--- src/rtl/demux4_reg_pkg.sv ---
// Shared constants and types for the registered 1-to-4 demultiplexer.
package demux4_reg_pkg;

    localparam int unsigned NUM_CH = 4;
    localparam int unsigned SEL_W  = 2;
    localparam int unsigned CNT_W  = 8;
    localparam logic [CNT_W-1:0] CNT_MAX = 8'd255;

    typedef enum logic {
        SlotEmpty,
        SlotFull
    } slot_state_e;

    // Saturating increment; holds at CNT_MAX instead of wrapping.
    function automatic logic [CNT_W-1:0] sat_inc(input logic [CNT_W-1:0] v);
        return (v == CNT_MAX) ? v : v + CNT_W'(1);
    endfunction

endpackage

--- src/rtl/demux_slot.sv ---
// One-entry holding register for a single demux output channel.
module demux_slot
    import demux4_reg_pkg::*;
#(
    parameter int unsigned bitwidth = 32
) (
    input  logic                clk_i,
    input  logic                rst_i,
    input  logic                load_i,
    input  logic                drain_i,
    input  logic [bitwidth-1:0] data_i,
    output logic                valid_o,
    output logic [bitwidth-1:0] data_o
);

    slot_state_e         state_q, state_d;
    logic [bitwidth-1:0] data_q, data_d;

    // Load has priority over drain so a same-cycle drain+load stays full.
    always_comb begin
        state_d = state_q;
        data_d  = data_q;
        if (load_i) begin
            state_d = SlotFull;
            data_d  = data_i;
        end else if (drain_i) begin
            state_d = SlotEmpty;
        end
    end

    always_ff @(posedge clk_i) begin
        if (rst_i) begin
            state_q <= SlotEmpty;
            data_q  <= '0;
        end else begin
            state_q <= state_d;
            data_q  <= data_d;
        end
    end

    assign valid_o = (state_q == SlotFull);
    assign data_o  = data_q;

endmodule

--- src/rtl/demux4_reg.sv ---
// Registered 1-to-4 demultiplexer with per-channel handshake and stall counter.
module demux4_reg
    import demux4_reg_pkg::*;
#(
    parameter int unsigned bitwidth = 32
) (
    input  logic                clk,
    input  logic                rst,
    input  logic                in_valid,
    output logic                in_ready,
    input  logic [SEL_W-1:0]    sel,
    input  logic [bitwidth-1:0] in_data,
    output logic [NUM_CH-1:0]   out_valid,
    input  logic [NUM_CH-1:0]   out_ready,
    output logic [bitwidth-1:0] out0,
    output logic [bitwidth-1:0] out1,
    output logic [bitwidth-1:0] out2,
    output logic [bitwidth-1:0] out3,
    output logic [CNT_W-1:0]    drop_cnt
);

    logic                accept;
    logic                stall;
    logic [NUM_CH-1:0]   load;
    logic [NUM_CH-1:0]   drain;
    logic [bitwidth-1:0] slot_data [NUM_CH];
    logic [CNT_W-1:0]    drop_q, drop_d;

    always_comb begin
        in_ready = ~rst & (~out_valid[sel] | out_ready[sel]);
        accept   = in_valid & in_ready;
        stall    = in_valid & ~in_ready;
    end

    for (genvar k = 0; k < NUM_CH; k++) begin : g_slot
        assign load[k]  = accept & (sel == SEL_W'(k));
        assign drain[k] = out_valid[k] & out_ready[k];

        demux_slot #(
            .bitwidth(bitwidth)
        ) u_slot (
            .clk_i  (clk),
            .rst_i  (rst),
            .load_i (load[k]),
            .drain_i(drain[k]),
            .data_i (in_data),
            .valid_o(out_valid[k]),
            .data_o (slot_data[k])
        );
    end

    always_comb begin
        drop_d = drop_q;
        if (stall) begin
            drop_d = sat_inc(drop_q);
        end
    end

    always_ff @(posedge clk) begin
        if (rst) begin
            drop_q <= '0;
        end else begin
            drop_q <= drop_d;
        end
    end

    assign out0     = slot_data[0];
    assign out1     = slot_data[1];
    assign out2     = slot_data[2];
    assign out3     = slot_data[3];
    assign drop_cnt = drop_q;

endmodule

--- config.mk ---
export PLATFORM = sky130hd
export DESIGN_NAME = demux4_reg
export DESIGN_NICKNAME = d
export VERILOG_FILES = /design/src/rtl/demux4_reg_pkg.sv /design/src/rtl/demux_slot.sv /design/src/rtl/demux4_reg.sv
export SDC_FILE = /design/constraint.sdc
export NUM_CORES = 1
export LEC_CHECK = 0
export ABC_AREA = 0
export ABC_CLOCK_PERIOD_IN_PS = 1960
export BUFFER_PORTS_ARGS = -buffer_cell sky130_fd_sc_hd__buf_2
export CAP_MARGIN = 10
export CORE_UTILIZATION = 50
export CTS_BUF_LIST = sky130_fd_sc_hd__clkbuf_2 sky130_fd_sc_hd__clkbuf_4 sky130_fd_sc_hd__clkbuf_8
export CTS_CLUSTER_SIZE = 28
export DETAILED_ROUTE_END_ITERATION = 12
export PLACE_DENSITY = 0.81
export SLEW_MARGIN = 20
export SYNTH_ARGS = -nofsm -noshare
export SYNTH_HDL_FRONTEND = slang
export SYNTH_SLANG_ARGS = --single-unit
--- constraint.sdc ---
create_clock -name clk -period 1.96 [get_ports clk]
set_clock_uncertainty 0.05 [all_clocks]
set_input_delay 0.098 -clock clk [delete_from_list [all_inputs] [get_ports clk]]
set_output_delay 0.098 -clock clk [all_outputs]
set_load 0.01 [all_outputs]
== Word level (Yosys, flattened, before mapping) ==
Index checks and enable logic that the tools add are counted.
Storage, ports and cells
  input port bits: 41
  logic and storage cells: 49
  output and inout bits: 141
  register bits after elaboration: 140
Operators by class
  multiplexer cells: 12
  equal/unequal tests: 4
  $add $sub $neg: 1
  bitwise operators: 16
  reductions and logical operators: 6
  magnitude comparators: 1
Operators by type and width (count)
  AND 1 bit: 11
  2-to-1 mux 1 bit: 10
  adder 8 x 1 -> 8 bit (second input constant): 1
  equality test 8 bit (second input constant): 1
  nonzero test 2 bit: 4
  binary-select mux 1 bit (select 2 bit): 2
  equality test 2 bit (second input constant): 2
  NOT 1 bit: 4
  less-than comparator 2 x 3 -> 1 bit (second input constant): 1
  equality test 2 x 1 -> 1 bit (second input constant): 1
  zero test 2 bit: 1
  AND reduction 2 bit: 1
  bitwise OR 1 bit: 1

== Longest topological paths before layout ==
Gate-level depths: netlist (run 1).
  word-level depth: 8
  depth in mapped cells: 8
  mapped depth without buffers: 6

== Cells and area by module ==
Synthesis (run 1) repeated with hierarchy kept, for this count alone.
Unflattened totals
  cells, all modules: 498
  area total of the unflattened synthesis: 5387.7 um2
By module, submodules not included
  demux_slot: sequential area each 660.6 um2, cells an instance 108, area each 1204.9 um2, instances 4
  demux4_reg: sequential area each 160.2 um2, cells an instance 66, area each 568.0 um2, instances 1

== Worst setup path after synthesis (run 1) ==
No wires, ideal clock.
  path kind: flip-flop to flip-flop
  from: register drop_q[0] (netlist: drop_cnt[0])
  to: register drop_q[7] (netlist: drop_cnt[7])
  setup time: 0.070 ns
  clock period less this slack: 1.709 ns
  path buffers: 0
  arrival time: 1.588 ns
  path slack: 0.251 ns
  required time: 1.840 ns
  stages on the path, launching flop included: 7
  cells stage by stage: dfxtp_1 > ha_1 > nand3_1 > o21ai_0 > nor2_2 > a21bo_2 > a21oi_1
Between the ends
  word-level cells in the longest chain between the ends: 3
  elaborated cells between the ends (all ways): 4
  classes of those cells: add/sub: 1; eq/ne: 1; bitwise: 1; reduce/logical: 1
Ends and longest elaborated chain
  start: declaration: RTL line demux4_reg.sv:27  | logic [CNT_W-1:0] drop_q, drop_d;
  start signal: assignment: RTL line demux4_reg.sv:63  | drop_q <= drop_d;
  parallel branches: the longest is 3 deep, another holds adder 8 x 1 -> 8 bit
Several ways; the timed one is not identified.
A chain may end at the register's enable or synchronous reset.

== Worst setup path after layout (run 1) ==
  from: input out_ready[1]
  to: output in_ready
Between the ends
  word-level cells in the longest chain between the ends: 4
Ends and longest elaborated chain
  start: declaration: RTL line demux4_reg.sv:14  | input logic [NUM_CH-1:0] out_ready,
  binary-select mux 1 bit (select 2 bit): RTL line demux4_reg.sv:30  | in_ready = ~rst & (~out_valid[sel] | out_ready[sel]);
  2-to-1 mux 1 bit (implied by the code): RTL line demux4_reg.sv:30
  bitwise OR 1 bit: RTL line demux4_reg.sv:30
  AND 1 bit: RTL line demux4_reg.sv:30
  end: declaration: RTL line demux4_reg.sv:10  | output logic in_ready,
Every way passes these cells. The select of a mux whose other input is x is not followed.

==> impl_results.md, run 1 <==
- Syn Area/Cell: 7.939 µm²
- Die outline area: 10440 µm²
- Die height: 102.2 µm
- Clk slew on worst S/H paths: 0.07 ns
- Register share of total power: 51.6%
- H-tree levels: 4
- Fraction of layout instances using a drive strength above 1: 28.08%
- Antenna Nets Post-Route: 0
- Initial Utilization: 51.57%
- Worst endpoint required time: 1.81 ns
- PwrDens: 834.1 nW/µm²
- DRC violation count after routing: 0
- Mapped cell area: 5017 µm²
- Worst Setup End Kind: output pin
- DP Wirelength: 9.487 mm
- Area Growth Syn to Fin: 35.61%
- Register area share after synthesis: 55.86%
- Yosys reg bits: 140
- Syn Nets: 674
- Syn. warnings: 0
- FILL cells: 776
- Synth unique cells: 28
- Setup_tns: 0 ns
- Fmax: 0.5394 GHz
- Antenna Cells: 0
- Sink Count: 140
- Maximum vdd drop: 0.4899 mV
- Grt total ovfl: 0
- Final Hold Viols: 0
- Placement Setup Slack: 0.2005 ns
- Worst path max stage delay: 0.53 ns
- CP arrival: 1.71 ns
- CTS tree: done
- Via/cell ratio: 5.185
- CTS Buf Count: 17
- Port Buffers: 181
- Switching share of power: 24.24%
- RSZ-0062 raised after global routing: no
- Clk pwr share: 40.8%
- Row cnt: 36
- GRT Total Usage: 28.42%
- DR vias: 5102
- Critical path peak fanout: 2
- Longest Clk Path Bufs: 2
- Worst Tran Pin Value: 0.5261 ns
- Core area: 9729 µm²
- Tmin final: 1.854 ns
- Worst skew pair latency: 0.43 ns
- GPL Wtd Cong: 0.8061
- Worst setup margin: 0.1061 ns
- Critical-path top delay cell: dlygate4sd3_1
- Cells along the critical path: dlygate4sd3_1, buf_2, nand2b_1, mux4_2, nor2b_1, buf_2
- Die Width: 102.2 µm
- Logic pwr share: 7.5%
- LEAKAGE: 2.924 nW
- Yosys top cell area share: 55.86%
- Psw: 1.376 mW
- Drt first pass iters: 7
- IO Pins: 182
- Status: complete, no violations
- Mapped Cells: 632
- Pint: 4.299 mW
- First-pass GRT wire length: 22.68 mm
- Initial antenna violation count: 0
- Startpoint Class: input pin
- WS Path Type: input pin to output pin
- Slew HR: 64.93%
- Crit share post-route: 94.59%
- DR iter-0 viols: 211
- Yosys top cell by area: dfxtp_1
- Routed Wire Length: 14.62 mm
- Largest net degree at the start of global routing: 74
- CTS root buffer: clkbuf_8
- CP dominant cell by count: buf_2
- Final Setup Violations: 0
- Number of max-cap violations: 0
- Vias in the first global route: 4819
- Post-DR wirelength/cell: 14.86 µm
- # nets final: 880
- Min-delay worst type: input pin to flip-flop
- Synth area leaders: dfxtp_1 56%, nand2_1 19%, a21oi_1 13%
- Pins Over Slew Limit: 0
what timing repair did:
item	in CTS	in global routing
setup endpoints to repair	1	2
hold buffers	37	0
hold endpoints to repair	132	0
resized for setup	0	3
buffers inserted	1	0
final cells by class:
type	instances	area, µm²	share of cell area (%)
clock buffer	20	269.0	3.954
timing repair buffer	236	1418	20.83
tap	133	166.4	2.446
sequential	140	2803	41.19
inverter	1	3.754	0.05517
clock inverter	12	137.6	2.023
multi-input combinational	442	2007	29.50
routing by layer:
metal	GRT usage, %	share of wire [%]
met1	30.61	39
met2	48.89	50
met3	8.892	8.2
met4	17.14	3.3
met5	0	0
cell usage after synthesis (all sizes together):
cell type	number
nand2	257
nor2	7
a21oi	135
nor4b	1
nor3	4
inv	1
nand2b	4
xnor2	5
nand3b	2
nand3	7
dfxtp	140
mux4	1
nor2b	3
nor3b	2
ha	1
or3	3
o21ai	3
buf	18
nand4	2
and3	3
clkbuf	31
a21bo	1
or3b	1
sequential cells by signal (all words and copies together), names as in the netlist:
register and cells:
g_slot.u_slot.data_o 128, drop_cnt 8, g_slot.u_slot.valid_o 4
path summary, 6_finish.rpt:
check                                    from                           to  slack (ns)  depth (start not counted)
setup / recovery                 out_ready[1]                     in_ready        0.11                          6
hold reg to reg   g_slot[1].u_slot.data_o[20]  g_slot[1].u_slot.data_o[20]        0.41                          2
hold / removal                       in_valid                  drop_cnt[4]        0.05                          4
setup reg to reg     g_slot[3].u_slot.valid_o                  drop_cnt[5]        0.17                          6
metrics by stage:
| stage | cells | util [%] | power [mW] | hold WS [ns] | cell area (µm²) |
|---|---|---|---|---|---|
| floorplan | 632 | - | 3.179 | 0.1840 | 5017 |
| global placement | 914 | 61.75 | 3.344 | 0.3208 | 6008 |
| detailed placement | 914 | 61.75 | 3.356 | 0.3304 | 6008 |
| CTS | 984 | 69.82 | 5.709 | 0.01069 | 6793 |
| global route | 984 | 69.93 | 5.888 | 0.05813 | 6804 |
| finish | 984 | 69.93 | 5.675 | 0.04703 | 6804 |
critical path, delay by kind of cell:
family	cells	cell delay [ns]
buffers and inverters	3	0.82
AND/OR/NAND/NOR	2	0.31
multiplexers	1	0.48
power by group through the flow:
stage               clock [mW]  combinational [mW]  sequential (mW)
finish                    2.32               0.428             2.93
global route              2.49               0.466             2.94
CTS                       2.36               0.421             2.93
detailed placement           0               0.361             2.99
global placement             0               0.353             2.99
floorplan                    0               0.159             3.02
cell usage in the layout, fill, tap and decap left out, drive strengths merged:
cell,n
or3,3
dfxtp,140
dlygate4sd3,37
bufinv,2
nand4,2
a21oi,135
nor2b,3
a21bo,1
mux4,1
nor4b,1
nand3b,2
o21ai,3
buf,199
inv,3
nand3,7
clkinvlp,2
nor3,4
clkinv,6
xnor2,5
nand2b,4
and3,3
nand2,257
clkbuf,20
nor2,7
or3b,1
nor3b,2
ha,1
cells by family (layout without fill, tap and decap cells):
kind of cell               Yosys count  after routing  share of synthesized area [%]
DFF                                140            140                          55.86
AOI/OAI and AO/OA                  139            139                          13.97
buffers and inverters               50            269                          4.514
xor gates and xnor gates             5              5                         0.8728
and+or+nand+nor                    296            296                          24.09
muxes                                1              1                         0.4488
adders and majority gates            1              1                         0.2493
Note: power is estimated with default switching activity, not from simulation.
==> run 2, diff against run 1 <==
--- a/config.mk
+++ b/config.mk
@@ -9,11 +9,11 @@
 export ABC_CLOCK_PERIOD_IN_PS = 1960
 export BUFFER_PORTS_ARGS = -buffer_cell sky130_fd_sc_hd__buf_2
 export CAP_MARGIN = 10
-export CORE_UTILIZATION = 50
+export CORE_UTILIZATION = 51
 export CTS_BUF_LIST = sky130_fd_sc_hd__clkbuf_2 sky130_fd_sc_hd__clkbuf_4 sky130_fd_sc_hd__clkbuf_8
 export CTS_CLUSTER_SIZE = 28
 export DETAILED_ROUTE_END_ITERATION = 12
-export PLACE_DENSITY = 0.81
+export PLACE_DENSITY = 0.87
 export SLEW_MARGIN = 20
 export SYNTH_ARGS = -nofsm -noshare
 export SYNTH_HDL_FRONTEND = slang
==> run 2 against run 1 <==
Against the previous run:
- combinational power decreased by 0.9%
- sequential cell count unchanged
- critical endpoint unchanged
- power increased by 0.98%
- non-clock buffer count decreased by 2
- critical path depth unchanged
- hold slack about the same
- register-to-register slack got worse by 0.08 ns
- first-iteration DRC count decreased by 26%
- global-route usage decreased by 0.15 points
- critical path type unchanged
- routed wire length about the same
- sequential share of layout area about the same
==> impl_results.md, run 2 (synthesized netlist as in run 1, its figures left out) <==
- DR iter-0 viols: 156 (was 211)
- Worst skew pair latency: 0.42 ns (was 0.43 ns)
- Setup_tns: 0 ns (unchanged)
- Worst endpoint required time: 1.81 ns (about the same)
- Clk pwr share: 41.5% (was 40.8%)
- Longest Clk Path Bufs: 2 (unchanged)
- Area Growth Syn to Fin: 35.51% (was 35.61%)
- Via/cell ratio: 5.193 (was 5.185)
- Slew HR: 61.29% (was 64.93%)
- RSZ-0062 raised after global routing: no (unchanged)
- GRT Total Usage: 28.27% (was 28.42%)
- CTS root buffer: clkbuf_8 (unchanged)
- Routed Wire Length: 14.62 mm (about the same)
- R2R Path Start: g_slot[2].u_slot.valid_o (was g_slot[3].u_slot.valid_o)
- Max reg flops: 128 (unchanged)
- Commonest cells after routing, fill and taps aside: 257 x nand2_1, 180 x buf_2, 140 x dfxtp_1 (unchanged)
- Commonest non-fill, non-tap cell in the layout: nand2_1 (unchanged)
- WS Path Type: input pin to output pin (unchanged)
- # nets final: 878 (was 880)
- Sink Count: 140 (unchanged)
- Fraction of layout instances using a drive strength above 1: 27.92% (was 28.08%)
- Critical path peak fanout: 4 (was 2)
- Reg2reg setup slack: 0.09 ns (was 0.17 ns)
- Die outline area: 10240 µm² (was 10440 µm²)
- Status: complete, no violations (unchanged)
- Die Width: 101.2 µm (was 102.2 µm)
- LEAKAGE: 2.897 nW (was 2.924 nW)
- Post-DR wirelength/cell: 14.95 µm (was 14.86 µm)
- Logic pwr share: 7.4% (was 7.5%)
- Fmax: 0.5305 GHz (was 0.5394 GHz)
- Crit share post-route: 96.17% (was 94.59%)
- Vias in the first global route: 4962 (was 4819)
- Number of max-cap violations: 0 (unchanged)
- Pint: 4.285 mW (was 4.299 mW)
- GPL Wtd Cong: 0.8407 (was 0.8061)
- Antenna Nets Post-Route: 0 (unchanged)
- Die height: 101.2 µm (was 102.2 µm)
- R2R depth: 6 (unchanged)
- CTS tree: done (unchanged)
- Maximum vdd drop: 0.5618 mV (was 0.4899 mV)
- DR vias: 5079 (was 5102)
- DRC violation count after routing: 0 (unchanged)
- FILL cells: 758 (was 776)
- WHS Endpoint: drop_cnt[4] (unchanged)
- Startpoint Class: input pin (unchanged)
- Initial Utilization: 53.54% (was 51.57%)
- Seq. cell area: 2803 µm² (unchanged)
- Initial antenna violation count: 0 (unchanged)
- Worst Tran Pin Value: 0.5807 ns (was 0.5261 ns)
- CTS Buf Count: 17 (unchanged)
- Pins Over Slew Limit: 0 (unchanged)
- Core area: 9371 µm² (was 9729 µm²)
- Psw: 1.446 mW (was 1.376 mW)
- Row cnt: 35 (was 36)
- Reg2reg end: drop_cnt[5] (unchanged)
- Grt total ovfl: 0 (unchanged)
- Worst Setup End Kind: output pin (unchanged)
- Hold slack: 0.04738 ns (was 0.04703 ns)
- Drt first pass iters: 5 (was 7)
- Layout Utilization: 72.55% (was 69.93%)
- Antenna Cells: 0 (unchanged)
- First-pass GRT wire length: 22.65 mm (was 22.68 mm)
- Switching share of power: 25.23% (was 24.24%)
- Multi-input logic area: 1999 µm² (was 2007 µm²)
- Min-delay worst type: input pin to flip-flop (unchanged)
- Register share of total power: 51.1% (was 51.6%)
- PwrDens: 842.9 nW/µm² (was 834.1 nW/µm²)
- DP Wirelength: 9.167 mm (was 9.487 mm)
- Largest net degree at the start of global routing: 142 (was 74)
- CP arrival: 1.74 ns (was 1.71 ns)
- H-tree levels: 4 (unchanged)
- IO Pins: 182 (unchanged)
- Worst Min Path Start: in_valid (unchanged)
- Port Buffers: 181 (unchanged)
- Final Hold Viols: 0 (unchanged)
- Clk slew on worst S/H paths: 0.08 ns (was 0.07 ns)
- Final Setup Violations: 0 (unchanged)
- Tmin final: 1.885 ns (was 1.854 ns)
- Hold depth: 4 (unchanged)
[run 2: changes by cell type in the layout (fill, tap and decap cells not counted)]
cell and change:
clkinv_4 -4, clkinvlp_4 +3, buf_12 +2, buf_4 -2
clkinv_2 -2, inv_6 +2, inv_8 +2, buf_6 -1
clkbuf_8 -1, dlygate4sd3_1 -1, nand2b_1 +1, nand2b_4 -1
[run 2: final cells by class]
| class | count | area share [%] |
|---|---|---|
| clock buffer | 19 | 3.754 |
| clock inverter | 13 | 2.282 |
| inverter | 1 | 0.05521 |
| multi-input combinational | 442 | 29.41 |
| sequential | 140 | 41.22 |
| tap | 129 | 2.374 |
| timing repair buffer | 234 | 20.91 |
[run 2: timing repair]
item / in CTS / in global routing
hold buffers: 36 / 0
resized for setup: 0 / 0
setup buffers: 0 / 2
endpoints found under the setup margin: 0 / 1
hold endpoints to repair: 132 / 0
[run 2: metal layers]
layer | GRT usage [%] | share of wire [%] | up-vias
li1 | - | - | 2455
met1 | 30.88 | 39 | 2382
met2 | 50.65 | 51 | 207
met3 | 7.729 | 7.4 | 35
met4 | 13.71 | 2.8 | 0
met5 | 0 | 0 | -
[run 2: through the flow]
stage                     area, µm²  cells  worst slack (ns)  power (mW)
final                          6799    978           0.07501       5.731
after global routing           6799    978           0.03485       5.928
after CTS                      6784    976           0.01125       5.757
after detailed placement       6013    908            0.2047       3.358
after global placement         6013    908            0.2497       3.346
after floorplan                5017    632            0.2514       3.179
[run 2: worst max-delay path, stage by stage]
cell	delay, ns
dlygate4sd3_1	0.53
buf_2	0.13
nand2b_4	0.14
mux4_2	0.52
nor2b_1	0.16
buf_2	0.16
[run 2: worst max-delay path by stage]
stage | startpoint | to | depth (start not counted)
2_1_floorplan | drop_cnt[0] | drop_cnt[7] | 6
3_3_place_gp | g_slot[3].u_slot.valid_o | drop_cnt[5] | 5
3_5_place_dp | g_slot[2].u_slot.valid_o | drop_cnt[5] | 5
4_1_cts | out_ready[3] | in_ready | 6
5_1_grt | g_slot[2].u_slot.valid_o | drop_cnt[5] | 6
6_report | out_ready[3] | in_ready | 6
[run 2: power groups by stage]
stage | logic (mW) | registers [mW] | clock network [mW]
floorplan | 0.159 | 3.02 | 0
CTS | 0.419 | 2.93 | 2.41
finish | 0.424 | 2.93 | 2.38
detailed placement | 0.365 | 2.99 | 0
global placement | 0.355 | 2.99 | 0
global route | 0.459 | 2.93 | 2.53
==> run 3, diff against run 2 <==
--- a/config.mk
+++ b/config.mk
@@ -13,8 +13,10 @@
 export CTS_BUF_LIST = sky130_fd_sc_hd__clkbuf_2 sky130_fd_sc_hd__clkbuf_4 sky130_fd_sc_hd__clkbuf_8
 export CTS_CLUSTER_SIZE = 28
 export DETAILED_ROUTE_END_ITERATION = 12
+export GPL_TIMING_DRIVEN = 0
 export PLACE_DENSITY = 0.87
 export SLEW_MARGIN = 20
 export SYNTH_ARGS = -nofsm -noshare
 export SYNTH_HDL_FRONTEND = slang
 export SYNTH_SLANG_ARGS = --single-unit
+export TNS_END_PERCENT = 10
==> run 3 against run 2 <==
Against the previous run:
- critical endpoint unchanged
- highest routed layer unchanged
- setup slack improved by 0.00068 ns
- cell count grew 3.3%
- hold slack lost 0.022 ns
- largest power group unchanged
- non-clock buffer count increased by 32
- largest cell class unchanged
- sequential share of layout area down 0.47 points
- die area did not move
- global-route usage grew 3.6 points
==> impl_results.md, run 3 (synthesized netlist as in run 1, its figures left out) <==
- GPL Wtd Cong: 0.8300 (was 0.8407)
- Drt first pass iters: 5 (unchanged)
- Min-delay worst type: input pin to flip-flop (unchanged)
- Post-DR wirelength/cell: 15.69 µm (was 14.95 µm)
- Via/cell ratio: 5.212 (was 5.193)
- Crit share post-route: 96.14% (was 96.17%)
- R2R depth: 6 (unchanged)
- Grt total ovfl: 0 (unchanged)
- LEAKAGE: 2.961 nW (was 2.897 nW)
- Initial antenna violation count: 0 (unchanged)
- Longest Clk Path Bufs: 2 (unchanged)
- Slew HR: 59.64% (was 61.29%)
- GRT Total Usage: 31.90% (was 28.27%)
- Area Growth Syn to Fin: 37.08% (was 35.51%)
- Die outline area: 10240 µm² (unchanged)
- Reg2reg setup slack: 0.14 ns (was 0.09 ns)
- Pint: 4.289 mW (was 4.285 mW)
- # nets final: 910 (was 878)
- Clk pwr share: 41.7% (was 41.5%)
- Clk slew on worst S/H paths: 0.08 ns (about the same)
- Antenna Cells: 0 (unchanged)
- Antenna Nets Post-Route: 0 (unchanged)
- CTS root buffer: clkbuf_8 (unchanged)
- RSZ-0062 raised after global routing: yes (was no)
- CTS tree: done (unchanged)
- Layout Utilization: 73.39% (was 72.55%)
- Sink Count: 140 (unchanged)
- Max reg flops: 128 (unchanged)
- Die height: 101.2 µm (unchanged)
- Initial Utilization: 53.54% (unchanged)
- Commonest cells after routing, fill and taps aside: 257 x nand2_1, 192 x buf_2, 140 x dfxtp_1 (was 257 x nand2_1, 180 x buf_2, 140 x dfxtp_1)
- Final Setup Violations: 0 (unchanged)
- Design Area, Final: 6878 µm² (was 6799 µm²)
- Fraction of layout instances using a drive strength above 1: 27.13% (was 27.92%)
- Vias in the first global route: 5085 (was 4962)
- CP arrival: 1.74 ns (about the same)
- Worst Min Path Start: in_valid (unchanged)
- Setup_tns: 0 ns (unchanged)
- Row cnt: 35 (unchanged)
- Startpoint Class: input pin (unchanged)
- Placement Setup Slack: 0.05082 ns (was 0.2047 ns)
- Largest net degree at the start of global routing: 17 (was 142)
- R2R Path Start: g_slot[3].u_slot.valid_o (was g_slot[2].u_slot.valid_o)
- First-pass GRT wire length: 24.76 mm (was 22.65 mm)
- Final Hold Viols: 0 (unchanged)
- Hold slack: 0.02546 ns (was 0.04738 ns)
- IO Pins: 182 (unchanged)
- Number of max-cap violations: 0 (unchanged)
- Hold depth: 4 (unchanged)
- Worst Setup End Kind: output pin (unchanged)
- Core area: 9371 µm² (unchanged)
- Worst setup margin: 0.07568 ns (was 0.07501 ns)
- Worst endpoint required time: 1.81 ns (about the same)
- Die Width: 101.2 µm (unchanged)
- Status: complete, no violations (unchanged)
- DP Wirelength: 10.21 mm (was 9.167 mm)
- Pins Over Slew Limit: 0 (unchanged)
- Reg2reg end: drop_cnt[5] (unchanged)
- Maximum vdd drop: 0.7137 mV (was 0.5618 mV)
- Worst Tran Pin Value: 0.6054 ns (was 0.5807 ns)
- Port Buffers: 179 (was 181)
- WS Path Type: input pin to output pin (unchanged)
- Fmax: 0.5307 GHz (was 0.5305 GHz)
- Register share of total power: 50.5% (was 51.1%)
- H-tree levels: 4 (unchanged)
- Tmin final: 1.884 ns (was 1.885 ns)
- DR iter-0 viols: 226 (was 156)
- Routed Wire Length: 15.85 mm (was 14.62 mm)
- Switching share of power: 26.02% (was 25.23%)
- PwrDens: 842.9 nW/µm² (about the same)
- Commonest non-fill, non-tap cell in the layout: nand2_1 (unchanged)
- DR vias: 5264 (was 5079)
- Critical path peak fanout: 2 (was 4)
- Psw: 1.509 mW (was 1.446 mW)
- WHS Endpoint: drop_cnt[4] (unchanged)
- CTS Buf Count: 17 (unchanged)
- DRC violation count after routing: 0 (unchanged)
- Worst skew pair latency: 0.45 ns (was 0.42 ns)
- Post-DP Area: 6075 µm² (was 6013 µm²)
- Logic pwr share: 7.7% (was 7.4%)
run 3: changes by cell type in the layout (fill, tap and decap cells not counted), moves of 2 or more:
cell / change
clkbuf_1: +29
buf_12: -2
buf_4: -11
buf_2: +12
clkinv_4: +4
clkinvlp_4: -3
run 3: cell type report:
class | count | area, µm²
Clock inverter | 13 | 156.4
Clock buffer | 19 | 255.2
Tap cell | 129 | 161.4
Buffer | 49 | 224.0
Inverter | 1 | 3.754
Multi-Input combinational cell | 442 | 2001
Timing Repair Buffer | 217 | 1274
Fill cell | 750 | 2494
Sequential cell | 140 | 2803
run 3: what timing repair did:
action | 4_1_cts | 5_1_grt
gates resized for setup | 0 | 6
hold endpoints to repair | 132 | 0
pin swaps | 0 | 0
buffers inserted | 1 | 0
hold buffers | 37 | 0
endpoints found under the setup margin | 1 | 38
run 3: how the worst max path moves through the flow:
stage / startpoint / endpoint / slack (ns)
global route: g_slot[1].u_slot.valid_o / g_slot[1].u_slot.data_o[19] / -0.08
floorplan: drop_cnt[0] / drop_cnt[7] / 0.25
CTS: g_slot[1].u_slot.valid_o / g_slot[1].u_slot.data_o[19] / 0.02
finish: out_ready[1] / in_ready / 0.08
global placement: drop_cnt[0] / drop_cnt[7] / 0.08
detailed placement: drop_cnt[0] / drop_cnt[7] / 0.05
run 3: through the flow:
step | total power, mW | instances
after floorplan | 3.179 | 632
final | 5.797 | 1010
after detailed placement | 3.371 | 940
after global routing | 5.977 | 1010
after CTS | 5.784 | 1010
after global placement | 3.364 | 940
run 3: worst max-delay path: stages:
cell	delay (ns)
dlygate4sd3_1	0.54
buf_2	0.13
nand2b_1	0.15
mux4_2	0.48
nor2b_1	0.17
buf_2	0.17
run 3: routing by layer:
metal | track usage, % | up-vias | wire [µm]
li1 | - | 2516 | -
met1 | 37.37 | 2463 | 6343
met2 | 54.47 | 240 | 7709
met3 | 9.386 | 45 | 1242
met4 | 13.71 | 0 | 555
met5 | 0 | - | 0
run 3: power by group through the flow:
| stage | Clock [mW] | Combinational (mW) | Sequential [mW] |
|---|---|---|---|
| detailed placement | 0 | 0.377 | 2.99 |
| global route | 2.56 | 0.487 | 2.94 |
| floorplan | 0 | 0.159 | 3.02 |
| finish | 2.42 | 0.448 | 2.93 |
| global placement | 0 | 0.373 | 2.99 |
| CTS | 2.42 | 0.440 | 2.93 |
